### src/rtl/pixel_stream_pkg.sv
// Shared definitions for the pixel stream demultiplexer.
//   DATA_W_DEFAULT : default pixel width (8-bit R,G,B packed)
//   state_t        : demux FSM states (SYNC waits for a frame start, RUN routes beats)
package pixel_stream_pkg;

   localparam int unsigned DATA_W_DEFAULT = 24;

   typedef enum logic {
      SYNC = 1'b0,
      RUN  = 1'b1
   } state_t;

endpackage

### src/rtl/pixel_out_reg.sv
// Single-entry output register for one demux destination.
// Ports:
//   Clock, Reset       : clock and synchronous active-high reset
//   load               : capture data/sof/eol this cycle (caller guarantees free_c)
//   data, sof, eol     : beat to capture
//   ready              : downstream accepts the held beat
//   m_data/m_valid/
//   m_sof/m_eol        : registered beat presented downstream
//   free_c             : combinational, entry can take a new beat this cycle
module pixel_out_reg
   import pixel_stream_pkg::*;
#(
   parameter int unsigned DATA_W = DATA_W_DEFAULT
) (
   input  logic              Clock,
   input  logic              Reset,
   input  logic              load,
   input  logic [DATA_W-1:0] data,
   input  logic              sof,
   input  logic              eol,
   input  logic              ready,
   output logic [DATA_W-1:0] m_data,
   output logic              m_valid,
   output logic              m_sof,
   output logic              m_eol,
   output logic              free_c
);

   // Empty, or the held beat leaves on this edge.
   assign free_c = !m_valid || ready;

   // Payload holds once drained; only valid drops.
   always_ff @(posedge Clock) begin
      if (Reset) begin
         m_data  <= '0;
         m_valid <= 1'b0;
         m_sof   <= 1'b0;
         m_eol   <= 1'b0;
      end else if (load) begin
         m_data  <= data;
         m_valid <= 1'b1;
         m_sof   <= sof;
         m_eol   <= eol;
      end else if (m_valid && ready) begin
         m_valid <= 1'b0;
      end
   end

endmodule

### src/rtl/pixel_stream_demux.sv
// Routes a pixel stream to one of two outputs, switching destination only at
// frame starts (SOF). After reset, beats are discarded until the first SOF.
// Optional feature macro: PIXEL_DEMUX_BROADCAST_EN adds input bcast; when the
// value latched at SOF is 1, every beat of that frame goes to both outputs.
// Ports:
//   Clock, Reset                  : clock, synchronous active-high reset
//   ctrl                          : requested destination, sampled on SOF
//   bcast (optional)              : broadcast request, sampled on SOF
//   s_data/s_valid/s_sof/s_eol    : input beat
//   s_ready                       : input beat accepted when s_valid && s_ready
//   m0_*/m1_*                     : registered destination streams
//   sel_o                         : currently latched destination
module pixel_stream_demux
   import pixel_stream_pkg::*;
#(
   parameter int unsigned DATA_W = DATA_W_DEFAULT
) (
   input  logic              Clock,
   input  logic              Reset,
   input  logic              ctrl,
`ifdef PIXEL_DEMUX_BROADCAST_EN
   input  logic              bcast,
`endif
   input  logic [DATA_W-1:0] s_data,
   input  logic              s_valid,
   input  logic              s_sof,
   input  logic              s_eol,
   output logic              s_ready,
   output logic [DATA_W-1:0] m0_data,
   output logic              m0_valid,
   output logic              m0_sof,
   output logic              m0_eol,
   input  logic              m0_ready,
   output logic [DATA_W-1:0] m1_data,
   output logic              m1_valid,
   output logic              m1_sof,
   output logic              m1_eol,
   input  logic              m1_ready,
   output logic              sel_o
);

   state_t state, state_next;
   logic   sel_next;
   logic   dest;
   logic   load0, load1;
   logic   free0, free1;
   logic   sof_accept;
   logic   bcast_now;

`ifdef PIXEL_DEMUX_BROADCAST_EN
   logic bcast_q;

   // Broadcast mode is latched alongside the destination on each accepted SOF.
   always_ff @(posedge Clock) begin
      if (Reset) begin
         bcast_q <= 1'b0;
      end else if (sof_accept) begin
         bcast_q <= bcast;
      end
   end

   assign bcast_now = s_sof ? bcast : bcast_q;
`else
   assign bcast_now = 1'b0;
`endif

   // State and destination registers.
   always_ff @(posedge Clock) begin
      if (Reset) begin
         state <= SYNC;
         sel_o <= 1'b0;
      end else begin
         state <= state_next;
         sel_o <= sel_next;
      end
   end

   // Next state, routing and input handshake.
   always_comb begin
      state_next = state;
      sel_next   = sel_o;
      s_ready    = 1'b1;
      load0      = 1'b0;
      load1      = 1'b0;
      sof_accept = 1'b0;
      dest       = s_sof ? ctrl : sel_o;
      case (state)
         // Outputs are always empty here (only reset returns to SYNC),
         // so an SOF beat can be loaded unconditionally.
         SYNC: begin
            if (s_valid && s_sof) begin
               state_next = RUN;
               sel_next   = ctrl;
               sof_accept = 1'b1;
               load0      = bcast_now || !ctrl;
               load1      = bcast_now || ctrl;
            end
         end
         RUN: begin
            if (bcast_now) begin
               s_ready = free0 && free1;
            end else begin
               s_ready = dest ? free1 : free0;
            end
            if (s_valid && s_ready) begin
               load0 = bcast_now || !dest;
               load1 = bcast_now || dest;
               if (s_sof) begin
                  sel_next   = ctrl;
                  sof_accept = 1'b1;
               end
            end
         end
         default: begin
            state_next = SYNC;
         end
      endcase
   end

   pixel_out_reg #(.DATA_W(DATA_W)) u_out0 (
      .Clock   (Clock),
      .Reset   (Reset),
      .load    (load0),
      .data    (s_data),
      .sof     (s_sof),
      .eol     (s_eol),
      .ready   (m0_ready),
      .m_data  (m0_data),
      .m_valid (m0_valid),
      .m_sof   (m0_sof),
      .m_eol   (m0_eol),
      .free_c  (free0)
   );

   pixel_out_reg #(.DATA_W(DATA_W)) u_out1 (
      .Clock   (Clock),
      .Reset   (Reset),
      .load    (load1),
      .data    (s_data),
      .sof     (s_sof),
      .eol     (s_eol),
      .ready   (m1_ready),
      .m_data  (m1_data),
      .m_valid (m1_valid),
      .m_sof   (m1_sof),
      .m_eol   (m1_eol),
      .free_c  (free1)
   );

endmodule

### config.mk
export PLATFORM = sky130hd
export DESIGN_NAME = pixel_stream_demux
export DESIGN_NICKNAME = d
export VERILOG_FILES = /design/src/rtl/pixel_stream_pkg.sv /design/src/rtl/pixel_out_reg.sv /design/src/rtl/pixel_stream_demux.sv
export SDC_FILE = /design/constraint.sdc
export NUM_CORES = 1
export LEC_CHECK = 0
export ABC_CLOCK_PERIOD_IN_PS = 1600
export CORE_ASPECT_RATIO = 2
export CORE_MARGIN = 2
export CORE_UTILIZATION = 44
export DETAILED_ROUTE_END_ITERATION = 8
export GPL_TIMING_DRIVEN = 0
export PLACE_DENSITY = 0.8
export SLEW_MARGIN = 20
export SYNTH_ARGS = -nofsm -noshare
export SYNTH_HDL_FRONTEND = slang
export SYNTH_SLANG_ARGS = --single-unit
### constraint.sdc
create_clock -name Clock -period 1.6 [get_ports Clock]
set_input_delay 0.24 -clock Clock [delete_from_list [all_inputs] [get_ports Clock]]
set_output_delay 0.24 -clock Clock [all_outputs]
set_load 0.02 [all_outputs]
* Word-level counts from Yosys, hierarchy flattened
Index checks and enable logic that the tools add are counted.
** Storage, ports and cells
- Register bits after elaboration :: 56
- Input port bits :: 32
- Output and inout port bits :: 56
- Word-level logic and storage cells :: 45
** Cells by class
- Eq/ne operators :: 2
- Muxes and demuxes :: 19
- Bitwise operators :: 1
- Reductions and logical operators :: 13
** Operators by type and width (count)
- $mux 1 :: 16
- $pmux 1 s2 :: 3
- $logic_and 1x1->1 :: 4
- $logic_not 1->1 :: 4
- $reduce_bool 2->1 :: 2
- $logic_or 1x1->1 :: 2
- $ne 2x1->1 const B :: 1
- $ne 2x2->1 const B :: 1
- $reduce_and 2->1 :: 1
- $not 1->1 :: 1

* Logic depth before layout (Yosys ltp)
Gate-level depths: netlist of the first run.
- Word-level depth :: 8
- Gate-level depth with buffers :: 6
- Depth with buffers taken out :: 3

* By module
From an unflattened synthesis of the first run, not the netlist that was laid out.
** Unflattened totals
- Cells, all modules :: 197
- Area total of the unflattened synthesis :: 2130.8 um^2
** By module, submodules not included
- pixel_out_reg :: times used 2, cells an instance 88, area each 979.7 um^2, sequential area each 540.5 um^2
- pixel_stream_demux :: times used 1, cells an instance 21, area each 171.4 um^2, sequential area each 40.0 um^2

* Worst setup path before layout of the first run
No wires, ideal clock.
- Path type :: register to output
- Start :: register sel_o
- End :: output port s_ready
- Data arrival time :: 1207 ps
- Data required time :: 1360 ps
- Slack :: 153 ps
- Cell stages (with the launch flop) :: 4
- Buffers on the path :: 0
- Cell sequence :: dfxtp_1 -> mux2_4 -> nor2_1 -> o21ai_0
** On the way
- Longest elaborated chain between the ends :: 4
** Ends and longest elaborated chain
- start, declared :: RTL line pixel_stream_demux.sv:39 : output logic sel_o
- start signal, assigned :: RTL line pixel_stream_demux.sv:74 : sel_o <= sel_next;
- $mux 1
- $mux 1 :: RTL line pixel_stream_demux.sv:103 : s_ready = dest ? free1 : free0;
- $mux 1 (2 in a row) :: RTL line pixel_stream_demux.sv:87 : case (state)
- end, declared :: RTL line pixel_stream_demux.sv:28 : output logic s_ready,
Every way passes these cells. The select of a mux whose other input is x is not followed.

* Worst setup path after layout of the first run
- Start :: register u_out0.m_data[23]
- End :: output port m0_data[23]
** RTL lines
- start, declared :: RTL line pixel_out_reg.sv:22 : output logic [DATA_W-1:0] m_data,
- start signal, assigned :: RTL line pixel_out_reg.sv:40 : m_data <= data;
- end, declared :: RTL line pixel_stream_demux.sv:29 : output logic [DATA_W-1:0] m0_data,
No word-level cell between the ends.

==> results of run 1 <==
## per-stage QoR
stage | TNS, ns | setup slack, ns
6_report | 0 | 0.0503
2_1_floorplan | 0 | 0.153
3_3_place_gp | -8.94 | -0.504
5_1_grt | -0.0225 | -0.0185
4_1_cts | 0 | 0.00446
3_5_place_dp | -10.42 | -0.493
## placed cells by master, fill, tap and decap left out, types with 2 or more instances in the layout
| master | instances |
|---|---|
| mux2i_1 | 51 |
| clkbuf_8 | 7 |
| and4b_1 | 2 |
| buf_6 | 5 |
| a21oi_1 | 3 |
| dfxtp_1 | 55 |
| buf_12 | 2 |
| buf_4 | 10 |
| clkbuf_1 | 9 |
| nand2b_1 | 77 |
| nor2_1 | 4 |
| clkdlybuf4s50_1 | 83 |
## final cells by class
class / count / area (um2) / area share, %
inverter: 1 / 3.75 / 0.106
clock inverter: 1 / 30.0 / 0.846
sequential: 56 / 1120 / 31.6
clock buffer: 7 / 96.3 / 2.71
multi-input combinational: 152 / 1180 / 33.2
tap: 60 / 75.1 / 2.11
buffer: 16 / 130 / 3.66
timing repair buffer: 94 / 915 / 25.8
## worst max-delay path by stage
stage,from,endpoint,slack (ns),cells past startpoint
final,u_out0.m_data[23],m0_data[23],0.05,1
after global routing,s_valid,u_out0.m_data[0],-0.02,6
after CTS,sel_o,sel_o,0.004,1
after detailed placement,ctrl,s_ready,-0.49,5
after global placement,ctrl,s_ready,-0.50,5
after floorplan,sel_o,s_ready,0.15,3
## cells by family after synthesis
family | after synthesis | synth area share (%)
AOI/OAI and AO/OA | 9 | 2.69
buffers and inverters | 17 | 5.53
DFF | 56 | 46.3
muxes | 53 | 22.1
and+or+nand+nor | 90 | 23.4
## what timing repair did
item	4_1_cts	5_1_grt
endpoints found under the setup margin	1	23
resized for setup	7	5
hold endpoints to repair	0	0
setup buffers	0	9
## routing by layer
metal | vias up | routed length (um) | track usage (%)
met2 | 54 | 3190 | 35.6
li1 | 951 | - | -
met1 | 903 | 2210 | 19.8
met4 | 0 | 126 | 7.14
met3 | 10 | 215 | 3.20
met5 | - | 0 | 0
## power breakdown
group          switching [mW]  internal (mW)  total, mW
combinational           0.265          0.332      0.596
sequential             0.0424           1.46       1.51
clock                   0.444          0.553      0.997
total                   0.751           2.35       3.10
==> flow_summary_export.csv, run 1 <==
group,metric,value,unit
outcome,status,"completed",
worst_setup_path,path_class,"reg2out",
timing,drv_slew,0,
drt,antenna_left,0,
timing,relSlewSlack,68.3,%
cts,cts_buffers,5,
finish,layout-drive-gt1-share,9.48,%
timing,timing.hold.ws,0.214,ns
placement,globalplace.congestion,0.848,
global_routing,antenna_found_initial,0,
timing,setup_viol,0,
cts,cts_hold_buf,0,
cts,cts_tree,"built",
worst_setup_path,required,1.36,ns
placement,place_hpwl,4.25,mm
job,drv_cap,0,
worst_setup_path,timing.rr.start,"state",
worst_setup_path,slowest_stage,"clkdlybuf4s50_1",
finish,fillerInstances,448,
cts,cts-root-buf,"clkbuf_8",
timing,worstMarginPinSlew,0.476,ns
worst_setup_path,critPathTopFamily,"buffers and inverters",
synth,synth_area,2420,um2
worst_hold_path,holdPathEnd,"state",
drt,num_vias,1918,
worst_setup_path,reg2reg_depth,5,
cts,clkSinkCount,56,
placement,portBuffers,85,
global_routing,grt_use_total,18.7,%
pwr,p_leak,1.57,nW
drt,drt_iter0_markers,61,
timing,finalCriticalPeriod,1.55,ns
worst_hold_path,hold_class,"in2reg",
finish,design_area,3550,um2
global_routing,grt_overflow,0,
global_routing,grt_pass1_vias,1888,
synth,synth_cell_type_count,23,
worst_setup_path,timing.rr.end,"u_out0.m_data[5]",
die,placementRows,38,
synth,synth.largest_area_cell,"dfxtp_1",
synth,yosysMostFrequentCell,"nand2b_1",
synth,synth_ff_type,"dfxtp_1",
synth,ys_ff_latch,56,
global_routing,grt_pass1_wl,9.09,mm
synth,synth_common_cells,"nand2b_1 (78), dfxtp_1 (56), mux2i_1 (52)",
drt,dr.pass1.iters,4,
pwr,power_density,873,nW/um2
timing,rsz0062_at_grt,"yes",
die,core_area,5370,um2
die,io_pins,88,
finish,antennaDiodeCount,0,
drt,viasPerCell,4.96,
global_routing,grt_max_degree,17,
finish,final_cells,387,
drt,drc,0,
synth,netlist_instances,225,
placement,placed_cells,370,
finish,layout.nets,358,
drt,wirelength,5.74,mm
worst_setup_path,cp.arrival,1.31,ns
synth,ys_async_sr_fraction,0,%
cts,clockBufferDepth,2,
worst_setup_path,ff2ff_setup_slack,0.12,ns
die,dieArea,6150,um2
synth,ys_top_cells_by_area,"dfxtp_1 (46%), mux2i_1 (21%), nand2b_1 (20%)",
synth,post_synth.cell_area_avg,10.8,um2
timing,skew,0.00847,ns
pwr,total_power,3.10,mW
die,die_h,109,um
finish,final_util,66.1,%
worst_setup_path,endpoint_kind,"output port",
worst_setup_path,startpoint_type,"flip-flop",
synth,synth_top_area_share,46.3,%
timing,timing.final.crit_share,96.9,%
synth,yosysWarnings,0,
synth,synth-seq-area-share,46.3,%
worst_hold_path,min_path_cells,3,
worst_setup_path,cp_num_buf_inv,1,
worst_setup_path,crit_fanout,2,
placement,placed_area,3350,um2
cts,clk_latency,0.30,ns
timing,finalHoldViolCount,0,
drt,wl_per_cell,14.8,um
die,die_w,56.5,um
synth,synth_edf_count,0,
die,initial_core_util,45.1,%
worst_setup_path,path_cells,"clkdlybuf4s50_1",
finish,syn_to_final_growth,46.7,%
synth,syn_nets,257,
cts,cts-htree-levels,2,
finish,top_regs,"u_out0.m_data: 24 flops, u_out1.m_data: 24 flops",
pwr,vdd_drop_max,0.756,mV
worst_hold_path,hp-start,"s_sof",
worst_setup_path,max_stage_delay,0.62,ns
timing,fmax,0.645,GHz
cts,clk_pin_slew,0.10,ns
No activity file was read; power rests on OpenSTA's default activity.
==> run 2, diff against run 1 <==
Settings changed: SETUP_SLACK_MARGIN set to 0.5.
==> flow_summary_export.csv, run 2 (synthesis gave the netlist of run 1 again) <==
group,metric,value,unit
placement,portBuffers,85,
die,die_w,56.5,um
timing,relSlewSlack,65.0,%
worst_hold_path,hold_class,"in2reg",
cts,cts_hold_buf,0,
die,dieArea,6150,um2
drt,highest_layer,"met4",
die,initial_core_util,45.1,%
timing,timing.final.crit_share,96.8,%
timing,timing.final.ws_setup,0.0505,ns
finish,top_regs,"u_out0.m_data: 24 flops, u_out1.m_data: 24 flops",
cts,cts_buffers,5,
drt,wirelength,6.40,mm
pwr,power.switching,0.798,mW
drt,wl_met2,3.77,mm
cts,clockBufferDepth,2,
drt,drt_iter0_markers,32,
worst_setup_path,endpoint_kind,"output port",
timing,worstMarginPinSlew,0.525,ns
worst_hold_path,hp-start,"s_sof",
timing,rsz0062_at_grt,"yes",
global_routing,grt_use_total,21.4,%
timing,drv_slew,0,
cts,clkSinkCount,56,
global_routing,grt_overflow,0,
pwr,pwr-share-clk,30.8,%
pwr,total_power,3.14,mW
drt,met1_length,2.27,mm
cts,clk_pin_slew,0.09,ns
pwr,p_seq_share,48.1,%
global_routing,antenna_found_initial,0,
drt,num_vias,1990,
placement,dp_slack,-0.430,ns
placement,placed_area,3390,um2
finish,layout_commonest_cell,"nand2b_1",
finish,final_cell_mix,"nand2b_1 (76), mux2i_1 (51), dfxtp_1 (50), buf_2 (41), clkdlybuf4s50_1 (27)",
die,die_h,109,um
worst_setup_path,startpoint_type,"flip-flop",
placement,place_hpwl,4.26,mm
placement,globalplace.congestion,0.816,
drt,wl_per_cell,16.1,um
global_routing,grt_pass1_wl,10.2,mm
cts,clk_latency,0.31,ns
finish,syn_to_final_growth,50.2,%
die,placementRows,38,
drt,drc,0,
drt,dr_wl_met3,187,um
finish,layout.nets,367,
global_routing,grt_max_degree,18,
worst_setup_path,timing.rr.start,"sel_o",
die,core_area,5370,um2
timing,finalHoldViolCount,0,
timing,fmax,0.645,GHz
pwr,vdd_drop_max,0.712,mV
drt,dr.pass1.iters,4,
worst_setup_path,required,1.36,ns
worst_setup_path,crit_fanout,4,
pwr,swShare,25.5,%
finish,design_area,3640,um2
pwr,p_int,2.34,mW
die,io_pins,88,
finish,layout-drive-gt1-share,31.8,%
worst_setup_path,cp.arrival,1.31,ns
cts,cts-root-buf,"clkbuf_8",
timing,finalCriticalPeriod,1.55,ns
pwr,combPwrFrac,21.1,%
drt,viasPerCell,5.03,
timing,setup_viol,0,
worst_setup_path,path_class,"reg2out",
timing,skew,0.0102,ns
finish,antennaDiodeCount,0,
worst_setup_path,startpoint,"sel_o",
pwr,power_density,862,nW/um2
global_routing,grt_pass1_vias,2041,
cts,cts_tree,"built",
outcome,status,"completed",
pwr,p_leak,1.82,nW
cts,cts-htree-levels,2,
job,drv_cap,0,
drt,antenna_left,0,
[run 2: worst paths after layout]
check	to	slack (ns)	cells past startpoint
worst max-delay path	s_ready	0.05	4
worst min-delay path	state	0.21	3
worst max register to register	u_out1.m_data[14]	0.11	6
worst min register to register	u_out1.m_data[13]	0.48	2
[run 2: layout make-up]
type | count | area, um2
plain buffers | 16 | 159
flip-flops and latches | 56 | 1130
clock inverters | 2 | 38.8
repair buffers | 103 | 892
well taps | 60 | 75.1
multi-input cells | 152 | 1250
clock buffers | 6 | 82.6
fillers | 452 | 1740
inverters | 1 | 3.75
[run 2: worst max-delay path, stage by stage (launching register included)]
cell	delay, ns
dfxtp_4	0.37
mux2_4	0.31
nor2_2	0.10
o21ai_1	0.07
buf_2	0.15
[run 2: through the flow]
| stage | TNS (ns) | hold slack (ns) | std cells | utilization, % |
|---|---|---|---|---|
| after detailed placement | -10.84 | 0.468 | 370 | 63.2 |
| final | 0 | 0.213 | 396 | 67.7 |
| after floorplan | 0 | 0.385 | 225 | - |
| after CTS | 0 | 0.198 | 394 | 66.0 |
| after global routing | 0 | 0.251 | 396 | 67.7 |
| after global placement | -9.77 | 0.461 | 370 | 63.2 |
[run 2: power by group through the flow]
stage	sequential, mW	combinational, mW	clock (mW)
2_1_floorplan	1.62	0.246	0
3_3_place_gp	1.54	0.585	0
3_5_place_dp	1.54	0.589	0
4_1_cts	1.50	0.636	0.984
5_1_grt	1.52	0.704	1.04
6_report	1.51	0.661	0.966
[run 2: metal layers]
layer,global-route usage (%),up-vias
met5,0,-
met4,9.69,0
met3,2.97,12
met2,41.5,55
met1,22.0,954
li1,-,969
[run 2: timing repair]
action                                  in CTS  in global routing
gates cloned                                 4                  0
pin swaps                                    5                  4
resized for setup                          239                 34
endpoints found under the setup margin     111                 71
buffers inserted                            12                  2
==> run 3, diff against run 2 <==
Settings changed: PLACE_DENSITY 0.8 to unset, PLACE_DENSITY_LB_ADDON set to 0.08.
==> flow_summary_export.csv, run 3 (synthesis gave the netlist of run 1 again) <==
group,metric,value,unit
drt,wirelength,6.34,mm
placement,placed_area,3390,um2
worst_setup_path,endpoint_kind,"output port",
timing,rsz0062_at_grt,"yes",
drt,drc,0,
cts,clk_pin_slew,0.10,ns
cts,clockBufferDepth,2,
drt,dr.pass1.iters,4,
die,die_w,56.5,um
worst_setup_path,path_class,"reg2out",
die,core_area,5370,um2
worst_setup_path,slowest_stage,"dfxtp_4",
finish,final_cell_mix,"nand2b_1 (77), mux2i_1 (49), buf_4 (43), dfxtp_1 (39), clkdlybuf4s50_1 (27)",
worst_setup_path,required,1.36,ns
pwr,vdd_drop_max,0.779,mV
global_routing,grt_overflow,0,
timing,finalCriticalPeriod,1.54,ns
timing,fmax,0.649,GHz
worst_setup_path,cp.arrival,1.30,ns
pwr,power_density,826,nW/um2
placement,globalplace.congestion,0.803,
drt,viasPerCell,4.92,
cts,cts_tree,"built",
placement,dp_slack,-0.438,ns
global_routing,antenna_found_initial,0,
cts,cts_hold_buf,0,
drt,wl_per_cell,16.0,um
worst_setup_path,crit_fanout,4,
drt,drt_iter0_markers,48,
cts,cts_buffers,5,
finish,top_regs,"u_out0.m_data: 24 flops, u_out1.m_data: 24 flops",
finish,layout-drive-gt1-share,35.3,%
timing,timing.final.crit_share,96.3,%
timing,relSlewSlack,64.8,%
worst_hold_path,hold_class,"in2reg",
finish,layout.nets,368,
die,die_h,109,um
timing,timing.final.ws_setup,0.0591,ns
timing,drv_slew,0,
finish,design_area,3720,um2
timing,setup_viol,0,
finish,syn_to_final_growth,53.6,%
worst_setup_path,ff2ff_setup_slack,0.08,ns
die,initial_core_util,45.1,%
worst_setup_path,startpoint_type,"flip-flop",
cts,clkSinkCount,56,
timing,timing.hold.ws,0.204,ns
global_routing,busiest_layer,"met2",
worst_setup_path,max_stage_delay,0.37,ns
placement,portBuffers,85,
die,io_pins,88,
drt,antenna_left,0,
timing,worstMarginPinSlew,0.528,ns
drt,num_vias,1955,
cts,cts-root-buf,"clkbuf_8",
finish,layout_commonest_cell,"nand2b_1",
die,dieArea,6150,um2
global_routing,grt_max_degree,17,
global_routing,use_met3,3.68,%
die,placementRows,38,
finish,antennaDiodeCount,0,
outcome,status,"completed",
cts,cts-htree-levels,2,
global_routing,use_met2,38.3,%
pwr,p_leak,1.82,nW
global_routing,grt_pass1_wl,9.72,mm
timing,skew,0.00596,ns
job,drv_cap,0,
global_routing,use_met1,22.1,%
timing,finalHoldViolCount,0,
worst_setup_path,path_cells,"mux2_4 > nor2_2 > o21ai_1 > buf_4",
global_routing,grt_use_total,20.7,%
placement,place_hpwl,4.18,mm
cts,clk_latency,0.32,ns
global_routing,grt_pass1_vias,1951,
run 3: worst paths after layout:
check             depth (start not counted)              start           endpoint
hold / removal                            3              s_sof              state
setup reg to reg                          6              sel_o  u_out1.m_data[16]
setup / recovery                          4              sel_o            s_ready
hold reg to reg                           2  u_out0.m_data[18]  u_out0.m_data[18]
run 3: layout make-up:
cell class                      count  area, um2
Clock buffer                        7       97.6
Clock inverter                      1       5.00
Tap cell                           60       75.1
Buffer                             16        160
Inverter                            1       3.75
Fill cell                         456       1650
Sequential cell                    56       1150
Timing Repair Buffer              104        988
Multi-Input combinational cell    152       1240
run 3: layer usage:
metal,routed length [um],up-vias,share of wire (%)
met1,2390,916,38
met4,167,0,2.6
met3,234,11,3.7
met2,3540,61,56
met5,0,-,0
li1,-,967,-
run 3: critical path: cells and delay by family (launching register included):
kind	cells	cell delay, ns
buffers and inverters	1	0.16
DFF	1	0.37
and+or+nand+nor	1	0.09
AOI/OAI and AO/OA	1	0.07
muxes	1	0.30
run 3: power by group:
| group | switching (mW) | leakage (nW) | internal [mW] |
|---|---|---|---|
| clock | 0.466 | 0.0534 | 0.403 |
| sequential | 0.0449 | 0.464 | 1.47 |
| combinational | 0.302 | 1.30 | 0.391 |
run 3: metrics by stage:
| stage | power [mW] | TNS (ns) | instances | utilization (%) |
|---|---|---|---|---|
| after global placement | 2.12 | -9.76 | 370 | 63.2 |
| after floorplan | 1.86 | 0 | 225 | - |
| final | 3.07 | 0 | 397 | 69.2 |
| after detailed placement | 2.13 | -11.03 | 370 | 63.2 |
| after CTS | 3.04 | 0 | 392 | 65.6 |
| after global routing | 3.19 | 0 | 397 | 69.2 |
run 3: timing repair:
action	CTS	global route
gates resized for setup	255	53
pin swaps	6	6
endpoints found under the setup margin	111	94
cloned	3	1
setup buffers	11	4
